File: config.mk
export PLATFORM = sky130hd
export DESIGN_NAME = tff_btn_pulse
export DESIGN_NICKNAME = d
export VERILOG_FILES = /design/src/rtl/tff_btn_pulse.sv
export SDC_FILE = /design/constraint.sdc
export NUM_CORES = 1
export LEC_CHECK = 0
export BUFFER_PORTS_ARGS = -buffer_cell sky130_fd_sc_hd__buf_2
export CAP_MARGIN = 10
export CORE_UTILIZATION = 50
export DETAILED_ROUTE_END_ITERATION = 8
export GPL_ROUTABILITY_DRIVEN = 0
export PLACE_DENSITY = 0.73
export REMOVE_ABC_BUFFERS = 1
export SLEW_MARGIN = 40
export SYNTH_ARGS = -nofsm -noshare
export SYNTH_HDL_FRONTEND = slang
export SYNTH_SLANG_ARGS = --single-unit
File: constraint.sdc
create_clock -name clk -period 1.7 [get_ports clk]
set_input_delay 0.255 -clock clk [delete_from_list [all_inputs] [get_ports clk]]
set_output_delay 0.255 -clock clk [all_outputs]
set_load 0.05 [all_outputs]
File: src/rtl/tff_btn_pulse.sv
// Push-button front end for a T flip-flop: synchronizes and debounces a raw
// button and emits one t pulse per press. Optional auto-repeat: TFF_BTN_AUTO_REPEAT_EN.
module tff_btn_pulse #(
  parameter int unsigned DB_CYCLES     = 4,
  parameter int unsigned REPEAT_CYCLES = 16
) (
  input  logic       clk,
  input  logic       rst,
  input  logic       btn,
  output logic       t,
  output logic       pressed,
  output logic [7:0] glitch_cnt
);

  typedef enum logic [1:0] {
    IDLE         = 2'd0,
    PRESS_WAIT   = 2'd1,
    PRESSED      = 2'd2,
    RELEASE_WAIT = 2'd3
  } state_t;

  localparam logic [7:0] DB_LAST = 8'(DB_CYCLES - 1);

  state_t     state_r;
  logic       sync0_r;
  logic       sync1_r;
  logic       btn_s;
  logic [7:0] db_cnt_r;
`ifdef TFF_BTN_AUTO_REPEAT_EN
  localparam logic [15:0] REP_LAST = 16'(REPEAT_CYCLES - 1);
  logic [15:0] rep_cnt_r;
`endif

  function automatic logic [7:0] sat_inc8(input logic [7:0] value);
    if (value == 8'd255) begin
      sat_inc8 = 8'd255;
    end else begin
      sat_inc8 = value + 8'd1;
    end
  endfunction

  assign btn_s = sync1_r;

  // Two-flop synchronizer for the asynchronous button level
  always_ff @(posedge clk) begin
    if (rst) begin
      sync0_r <= 1'b0;
      sync1_r <= 1'b0;
    end else begin
      sync0_r <= btn;
      sync1_r <= sync0_r;
    end
  end

  // Debounce FSM with registered t, pressed and glitch counter
  always_ff @(posedge clk) begin
    if (rst) begin
      state_r    <= IDLE;
      db_cnt_r   <= 8'd0;
      t          <= 1'b0;
      pressed    <= 1'b0;
      glitch_cnt <= 8'd0;
`ifdef TFF_BTN_AUTO_REPEAT_EN
      rep_cnt_r  <= 16'd0;
`endif
    end else begin
      t <= 1'b0;
      case (state_r)
        IDLE: begin
          if (btn_s) begin
            state_r  <= PRESS_WAIT;
            db_cnt_r <= 8'd1;
          end else begin
            state_r  <= IDLE;
          end
        end
        PRESS_WAIT: begin
          if (!btn_s) begin
            state_r    <= IDLE;
            glitch_cnt <= sat_inc8(glitch_cnt);
          end else if (db_cnt_r == DB_LAST) begin
            state_r    <= PRESSED;
            pressed    <= 1'b1;
            t          <= 1'b1;
`ifdef TFF_BTN_AUTO_REPEAT_EN
            rep_cnt_r  <= 16'd0;
`endif
          end else begin
            db_cnt_r   <= db_cnt_r + 8'd1;
          end
        end
        PRESSED: begin
          if (!btn_s) begin
            state_r   <= RELEASE_WAIT;
            db_cnt_r  <= 8'd1;
`ifdef TFF_BTN_AUTO_REPEAT_EN
            rep_cnt_r <= 16'd0;
          end else if (rep_cnt_r == REP_LAST) begin
            t         <= 1'b1;
            rep_cnt_r <= 16'd0;
          end else begin
            rep_cnt_r <= rep_cnt_r + 16'd1;
`else
          end else begin
            state_r   <= PRESSED;
`endif
          end
        end
        RELEASE_WAIT: begin
          if (btn_s) begin
            // Bounce on release: back to PRESSED without a new pulse
            state_r    <= PRESSED;
            glitch_cnt <= sat_inc8(glitch_cnt);
`ifdef TFF_BTN_AUTO_REPEAT_EN
            rep_cnt_r  <= 16'd0;
`endif
          end else if (db_cnt_r == DB_LAST) begin
            state_r    <= IDLE;
            pressed    <= 1'b0;
          end else begin
            db_cnt_r   <= db_cnt_r + 8'd1;
          end
        end
        default: begin
          state_r  <= IDLE;
          pressed  <= 1'b0;
          db_cnt_r <= 8'd0;
        end
      endcase
    end
  end

endmodule

==> flow_summary.yaml, run 1 <==
place:
  placed_area_um2: 1240
  dp_hpwl_um: 1710
  port-buffer-count: 12
  dp_cells: 172
power:
  switchingPower_mw: 0.220
  ir_worst_vdd_uv: 481
  powerDensity_nw_per_um2: 670
  p_seq_share_pct: 59.0
  leakagePower_nw: 0.512
  pwr-share-clk_pct: 31.7
  power.share.switching_pct: 24.3
  power_frac_comb_pct: 9.3
  finalPower_mw: 0.905
  power.internal_mw: 0.685
floorplan:
  chipWidth_um: 48.2
  coreArea_um2: 1980
  initial_core_util_pct: 53.9
  rows: 16
  dieArea_um2: 2320
  die_h_um: 48.2
  pin_count: 13
sta:
  slew_violations: 0
  period_needed_ns: 1.73
  rsz0062_at_grt: "yes"
  holdWs_ns: 0.167
  hold_viol_final: 0
  final.setup.tns_ns: -0.0955
  clock.fmax_ghz: 0.580
  worst_slew_pin_slew_ns: 0.496
  setup_viol: 6
  skew_ns: 0.00541
  period_share_pct: 101
  worst_slack_ns: -0.0254
  slew_headroom_pct: 66.1
global_routing:
  met2_usage_pct: 35.5
  grt.met1_usage_pct: 30.5
  grt_start_max_net_pins: 26
  grt_pass1_wl_um: 3590
  antenna_found_initial: 0
  grt-busiest-layer: "met2"
  grt_pass1_vias: 825
  grtUsageTotal_pct: 22.3
  grt_use_met3_pct: 4.81
  gr-total-overflow: 0
worst_setup_path:
  worstRegToRegCells: 6
  critPathRequiredTime_ns: 1.91
  timing.rr.end: "db_cnt_r[7]"
  critPathKind: "register to register"
  critPathBufInv: 1
  cp_slowest_stage_delay_ns: 0.47
  crit_path_end_kind: "register"
  r2r_slack_ns: -0.03
  cpLargestDelayFamily: "compound AO/OA/AOI/OAI gates"
  slowest_stage: "or4b_4"
  worstPathCellList: "ha_4 > or4b_4 > o211ai_4 > buf_4 > a211oi_1 > a21o_1"
  cp-start-kind: "register"
  worstPathArrival_ns: 1.93
  worst-path-max-fanout: 6
  rr_startpoint: "db_cnt_r[0]"
clock_tree:
  cts-root-buf: "clkbuf_4"
  clkTransAtPathRegs_ns: 0.12
  clockBufferDepth: 2
  cts_buffers: 3
  h-tree-depth: 1
  cts_tree: "yes"
  cts.sinks: 22
  clk_latency_ns: 0.30
min_path:
  min_from: "btn"
  hold_path.class: "input port to register"
  min_path_cells: 2
  holdPathEnd: "sync0_r"
status:
  violations: "negative setup slack"
  status: "finished with violations"
logic_synthesis:
  avgSynthCellArea_um2: 8.75
  syn_inst: 122
  ys_warn_count: 0
  synth_cell_type_count: 36
  synthesis.area_um2: 1070
  synth_sequential_area_ratio_pct: 41.3
  synth_seq_cells: 22
cells_and_area:
  final_nets: 156
  final_cell_mix: "dfxtp_1, buf_4, nor2_1, buf_2"
  final_cells: 177
  fill_cells: 169
  layout-drive-gt1-share_pct: 32.0
  final_common_cell: "dfxtp_1"
  antenna_cells: 0
  final_area_um2: 1350
  area_growth_pct: 26.6
run:
  maxCapViolations: 0
detailed_routing:
  vias: 1006
  routedWlPerCell_um: 13.8
  post-route-drc-count: 0
  drt_wl_total_um: 2440
  drtIter0Drc: 24
  ant_nets: 0
  vias_per_cell: 5.68
  firstDrtPassIters: 4
routing by layer:
| layer | share of wire, % | up-vias |
|---|---|---|
| met4 | 0 | 0 |
| met1 | 43 | 477 |
| li1 | - | 502 |
| met3 | 5.4 | 0 |
| met5 | 0 | - |
| met2 | 51 | 27 |
registers in the layout (all words and copies together), names as in the netlist, named ones only:
name	count
btn_s	1
t	1
sync0_r	1
pressed	1
db_cnt_r	8
state_r	1
glitch_cnt	8
per-stage QoR:
stage | util, % | setup slack, ns
final | 68.2 | -0.0254
after global placement | 62.4 | -0.0132
after detailed placement | 62.4 | -0.0874
after CTS | 65.9 | 0.00368
after floorplan | - | -0.0554
after global routing | 68.2 | -0.0911
kinds of logic after synthesis:
logic type,synth area share (%)
compound gates,17.2
xor+xnor,6.45
fa+ha+maj,2.34
buf+inv,4.92
flops,41.3
simple gates,27.8
power groups by stage:
stage / Combinational, mW / Clock, mW / Sequential (mW)
2_1_floorplan: 0.0264 / 0 / 0.565
3_3_place_gp: 0.0752 / 0 / 0.544
3_5_place_dp: 0.0767 / 0 / 0.545
4_1_cts: 0.0795 / 0.293 / 0.534
5_1_grt: 0.0910 / 0.313 / 0.537
6_report: 0.0838 / 0.287 / 0.534
synthesized netlist by cell type:
cell / n / area (um2)
a2111oi_0: 1 / 8.76
or4b_4: 1 / 13.8
nor2b_1: 2 / 12.5
o211ai_2: 1 / 12.5
nor4b_1: 2 / 17.5
nand2_1: 9 / 33.8
nand4_1: 5 / 31.3
or3_1: 2 / 12.5
a31oi_1: 1 / 6.26
dfxtp_1: 22 / 440
ha_1: 2 / 25.0
or4_1: 2 / 15.0
a2bb2oi_1: 1 / 8.76
o21ai_0: 3 / 15.0
a211oi_1: 3 / 22.5
nor2_1: 13 / 48.8
xor2_2: 1 / 16.3
a21oi_1: 9 / 45.0
nor4_1: 2 / 12.5
o21ba_2: 1 / 10.0
buf_6: 3 / 33.8
xnor2_1: 6 / 52.6
nand3_1: 5 / 25.0
o22ai_1: 1 / 6.26
o31ai_1: 1 / 7.51
a21o_1: 1 / 7.51
and2_1: 1 / 6.26
nor3_1: 9 / 45.0
a211o_1: 2 / 17.5
o21bai_1: 1 / 7.51
clkbuf_1: 1 / 3.75
or4b_2: 1 / 10.0
nand2b_1: 1 / 6.26
o21ai_2: 1 / 8.76
or2_2: 1 / 6.26
inv_1: 4 / 15.0
area by class of cell:
type                       count  area [um2]  area share, %
clock buffer                   4        36.3           2.69
inverter                       4        15.0           1.11
sequential                    22         445           33.0
multi-input combinational     92         633           46.9
tap                           27        33.8           2.50
timing repair buffer          28         188           13.9
worst max path at each step:
stage / startpoint / end / slack, ns / depth (start not counted)
2_1_floorplan: db_cnt_r[0] / db_cnt_r[3] / -0.06 / 5
3_3_place_gp: db_cnt_r[0] / db_cnt_r[0] / -0.01 / 6
3_5_place_dp: db_cnt_r[1] / db_cnt_r[0] / -0.09 / 6
4_1_cts: db_cnt_r[0] / db_cnt_r[1] / 0.004 / 7
5_1_grt: db_cnt_r[0] / db_cnt_r[7] / -0.09 / 6
6_report: db_cnt_r[0] / db_cnt_r[7] / -0.03 / 6
timing repair:
action	CTS	global route
setup buffers	0	1
pin swaps	4	3
hold endpoints to repair	0	0
hold buffers	0	0
endpoints found under the setup margin	7	12
gates resized for setup	6	10
Note: power is estimated with default switching activity, not from simulation.
==> run 2: changes to the inputs <==
- CORE_ASPECT_RATIO: default -> 0.75
- MAX_ROUTING_LAYER: default -> met4
- REMOVE_ABC_BUFFERS: 1 -> default
==> flow_summary.yaml, run 2 (synthesized netlist as in run 1, its figures left out) <==
status:
  status: "finished with violations"
  violations: "negative setup slack"
sta:
  worst_slack_ns: -0.0197
  period_share_pct: 101
  slew_violations: 0
  period_needed_ns: 1.72
  worst_slew_pin_slew_ns: 0.504
  rsz0062_at_grt: "yes"
  setup_viol: 2
  slew_headroom_pct: 65.5
  skew_ns: 0.00175
  hold_viol_final: 0
  clock.fmax_ghz: 0.581
cells_and_area:
  antenna_cells: 0
  final_common_cell: "dfxtp_1"
  area_growth_pct: 22.5
  final_nets: 155
  final_cell_mix: "dfxtp_1, buf_4, nor2_1"
  fin_util_pct: 64.9
  layout-drive-gt1-share_pct: 30.4
  seqCellArea_um2: 444
  final_cells: 172
  fill_cells: 158
  reg.largest.list: "db_cnt_r (8), glitch_cnt (8)"
  multiInputGateArea_um2: 623
floorplan:
  pin_count: 13
  die_h_um: 42.0
  dieArea_um2: 2330
  coreArea_um2: 2010
  initial_core_util_pct: 53.0
  chipWidth_um: 55.4
  rows: 14
power:
  ir_worst_vdd_uv: 582
  powerDensity_nw_per_um2: 656
  leakagePower_nw: 0.495
min_path:
  hold_path.class: "input port to register"
detailed_routing:
  vias_per_cell: 5.82
  post-route-drc-count: 0
  drtIter0Drc: 36
  vias: 1001
  firstDrtPassIters: 4
  routedWlPerCell_um: 14.2
  ant_nets: 0
  drt_wl_total_um: 2440
clock_tree:
  clk_latency_ns: 0.31
  clockBufferDepth: 2
  h-tree-depth: 1
  cts_buffers: 3
  cts.sinks: 22
  clkTransAtPathRegs_ns: 0.12
  cts-root-buf: "clkbuf_4"
  cts_tree: "yes"
global_routing:
  grtUsageTotal_pct: 23.8
  gr-total-overflow: 0
  grt_pass1_wl_um: 4110
  antenna_found_initial: 0
  grt_start_max_net_pins: 26
  grt_pass1_vias: 878
worst_setup_path:
  worst-path-max-fanout: 8
  cpLargestDelayFamily: "compound AO/OA/AOI/OAI gates"
  r2r_slack_ns: -0.02
  cp-start-kind: "register"
  crit_path_end_kind: "register"
  worstPathCellList: "ha_4 > or4b_4 > o211ai_4 > nor4_2 > a211o_1"
  critPathKind: "register to register"
  cp_slowest_stage_delay_ns: 0.47
  critPathBufInv: 0
  worstPathArrival_ns: 1.94
  slowest_stage: "or4b_4"
  critPathRequiredTime_ns: 1.92
place:
  dp_cells: 168
  dp_slack_ns: -0.0463
  dp_hpwl_um: 1760
  port-buffer-count: 12
run:
  maxCapViolations: 0
logic_synthesis:
  syn_nets: 127
run 2: layer usage:
layer	vias up	GRT usage, %	wire, um
met1	482	33.2	1240
met2	18	34.9	1090
met4	0	6.00	11
met3	2	5.56	95
li1	499	-	-
met5	-	-	0
run 2: what timing repair did:
| action | 4_1_cts | 5_1_grt |
|---|---|---|
| setup endpoints to repair | 2 | 7 |
| resized for setup | 4 | 4 |
| pin swaps | 1 | 2 |
| hold buffers | 0 | 0 |
| buffers inserted | 1 | 0 |
run 2: final timing paths:
path	cells after the start	to	from
min	2	sync0_r	btn
max reg2reg	5	db_cnt_r[3]	db_cnt_r[1]
max	5	db_cnt_r[3]	db_cnt_r[1]
min reg2reg	1	btn_s	sync0_r
run 2: through the flow:
step / TNS, ns / hold slack, ns / instance area (um2) / power [mW]
after global placement: 0 / 0.439 / 1240 / 0.620
final: -0.0355 / 0.147 / 1310 / 0.858
after CTS: -0.0787 / 0.143 / 1300 / 0.864
after detailed placement: -0.0910 / 0.442 / 1240 / 0.622
after global routing: -0.204 / 0.182 / 1310 / 0.884
after floorplan: 0 / 0.383 / 1080 / 0.601
run 2: worst reg2reg max path, cell delays in order (launching register included):
cell and delay (ns):
dfxtp_2 0.37, ha_4 0.13, or4b_4 0.47, o211ai_4 0.31, nor4_2 0.07, a211o_1 0.27
run 2: layout make-up:
| cell class | count | area share [%] |
|---|---|---|
| multi-input cells | 92 | 47.7 |
| inverters | 4 | 1.15 |
| clock buffers | 3 | 1.72 |
| well taps | 24 | 2.30 |
| repair buffers | 27 | 13.2 |
| flip-flops and latches | 22 | 34.0 |
run 2: where the power goes:
group / internal, mW / leakage (nW) / switching [mW]
clock: 0.0830 / 0.0138 / 0.161
combinational: 0.0262 / 0.302 / 0.0537
sequential: 0.526 / 0.179 / 0.00821
==> run 3: changes to the inputs <==
- ABC_AREA: default -> 1
- CORE_UTILIZATION: 50 -> 51
==> flow_summary.yaml, run 3 <==
global_routing:
  gr-total-overflow: 0
  grt_pass1_wl_um: 4260
  antenna_found_initial: 0
  grtUsageTotal_pct: 22.3
  grt_start_max_net_pins: 15
  grt_pass1_vias: 984
logic_synthesis:
  yosysMostFrequentCell: "nand2_1"
  synthFlopType: "dfxtp_1"
  synth-async-reset-ratio_pct: 0
  yosys.area.top_type_share_pct: 35.8
  syn_nets: 179
  synth_commonest_cells: "nand2_1, dfxtp_1, inv_1"
  synth-edff-count: 0
  synth_sequential_area_ratio_pct: 35.8
  synth-xor-area-share_pct: 0.712
  avgSynthCellArea_um2: 7.07
  synth_mux_area_share_pct: 0
  synth_seq_cells: 22
  synth_compound_area_share_pct: 12.2
  yosys-top-cells-area: "dfxtp_1, nand2_1, nand3_1, inv_1, nor2_1"
  yosys.area_share.adder_pct: 2.03
  syn_inst: 174
  yosys.area_share.simple_pct: 40.0
  synth_top_family_by_area: "simple AND/OR/NAND/NOR gates"
  synth_cell_type_count: 27
  synth_top_area_cell: "dfxtp_1"
  synthesis.area_um2: 1230
  ys_warn_count: 0
cells_and_area:
  final_cell_mix: "nand2_1, dfxtp_1, inv_1"
  fill_cells: 237
  final_nets: 194
  reg.largest.list: "db_cnt_r (8), glitch_cnt (8)"
  final_cells: 221
  final_common_cell: "nand2_1"
  layout-drive-gt1-share_pct: 20.3
  antenna_cells: 0
  area_growth_pct: 8.24
sta:
  period_share_pct: 83.8
  period_needed_ns: 1.42
  final.setup.tns_ns: 0
  worst_slew_pin_slew_ns: 0.301
  slew_headroom_pct: 79.9
  slew_violations: 0
  setup_viol: 0
  hold_viol_final: 0
  skew_ns: 0.00375
  rsz0062_at_grt: "no"
  clock.fmax_ghz: 0.702
worst_setup_path:
  slowest_stage: "dfxtp_1"
  worstPathArrival_ns: 1.67
  cp-start-kind: "register"
  cp_slowest_stage_delay_ns: 0.46
  critPathKind: "register to register"
  worst-path-max-fanout: 6
  crit_path_end_kind: "register"
  worstPathCellList: "ha_1 > nand2_2 > nor2_4 > nand2_2 > nand2_1 > nand2_1 > a21oi_2"
  critPathRequiredTime_ns: 1.95
detailed_routing:
  firstDrtPassIters: 4
  ant_nets: 0
  vias_per_cell: 5.05
  routedWlPerCell_um: 11.3
  drt_wl_total_um: 2490
  vias: 1116
  drtIter0Drc: 42
  post-route-drc-count: 0
place:
  port-buffer-count: 12
  dp_cells: 218
  dp_hpwl_um: 1840
clock_tree:
  cts_buffers: 3
  cts_resized: 0
  post_cts_buffers: 0
  hold_buffers: 0
  cts-root-buf: "clkbuf_4"
  cts_tree: "yes"
  h-tree-depth: 1
  clockBufferDepth: 2
  cts.sinks: 22
  clk_latency_ns: 0.30
  clkTransAtPathRegs_ns: 0.12
power:
  ir_worst_vdd_uv: 358
  powerDensity_nw_per_um2: 609
  leakagePower_nw: 0.542
floorplan:
  chipWidth_um: 58.7
  dieArea_um2: 2610
  rows: 15
  die_h_um: 44.5
  pin_count: 13
  coreArea_um2: 2290
  initial_core_util_pct: 53.7
run:
  maxCapViolations: 0
status:
  status: "finished clean"
min_path:
  hold_path.class: "input port to register"
run 3: critical path, delay by kind of cell (launching register included):
family | cells | cell delay [ns]
flops | 1 | 0.46
compound gates | 1 | 0.13
fa+ha+maj | 1 | 0.25
simple gates | 5 | 0.53
run 3: layer usage:
metal	wire length, um	global-route usage [%]
met4	16	4.29
met5	0	-
met2	1080	32.0
met3	99	6.43
met1	1290	31.2
run 3: report_power, final:
part	switching [mW]	internal, mW
Clock	0.151	0.0827
Sequential	0.00646	0.521
Combinational	0.0358	0.0136
run 3: kinds of logic after synthesis:
logic type	count (synthesis)
buf+inv	26
fa+ha+maj	2
simple gates	100
xor+xnor	1
compound gates	23
flops	22
run 3: through the flow:
step | power, mW | setup slack [ns] | utilization (%) | hold slack (ns) | cell area [um2]
floorplan | 0.579 | 0.0418 | - | 0.334 | 1230
detailed placement | 0.589 | 0.302 | 57.2 | 0.416 | 1310
global route | 0.846 | 0.116 | 58.1 | 0.127 | 1330
global placement | 0.588 | 0.334 | 57.2 | 0.420 | 1310
finish | 0.811 | 0.276 | 58.1 | 0.142 | 1330
CTS | 0.822 | 0.273 | 58.1 | 0.137 | 1330
run 3: path summary, 6_finish.rpt:
| path | cells past startpoint | slack, ns | startpoint | end |
|---|---|---|---|---|
| max | 7 | 0.28 | glitch_cnt[0] | glitch_cnt[2] |
| min | 3 | 0.14 | btn | sync0_r |
| max reg2reg | 7 | 0.28 | glitch_cnt[0] | glitch_cnt[2] |
| min reg2reg | 2 | 0.43 | sync0_r | btn_s |
run 3: cell type report:
cell class                 instances  area (um2)  area share (%)
timing repair buffer              12        60.1            4.51
clock buffer                       3        22.5            1.69
inverter                          24        90.1            6.77
multi-input combinational        126         676            50.8
sequential                        22         440            33.1
tap                               34        42.5            3.20
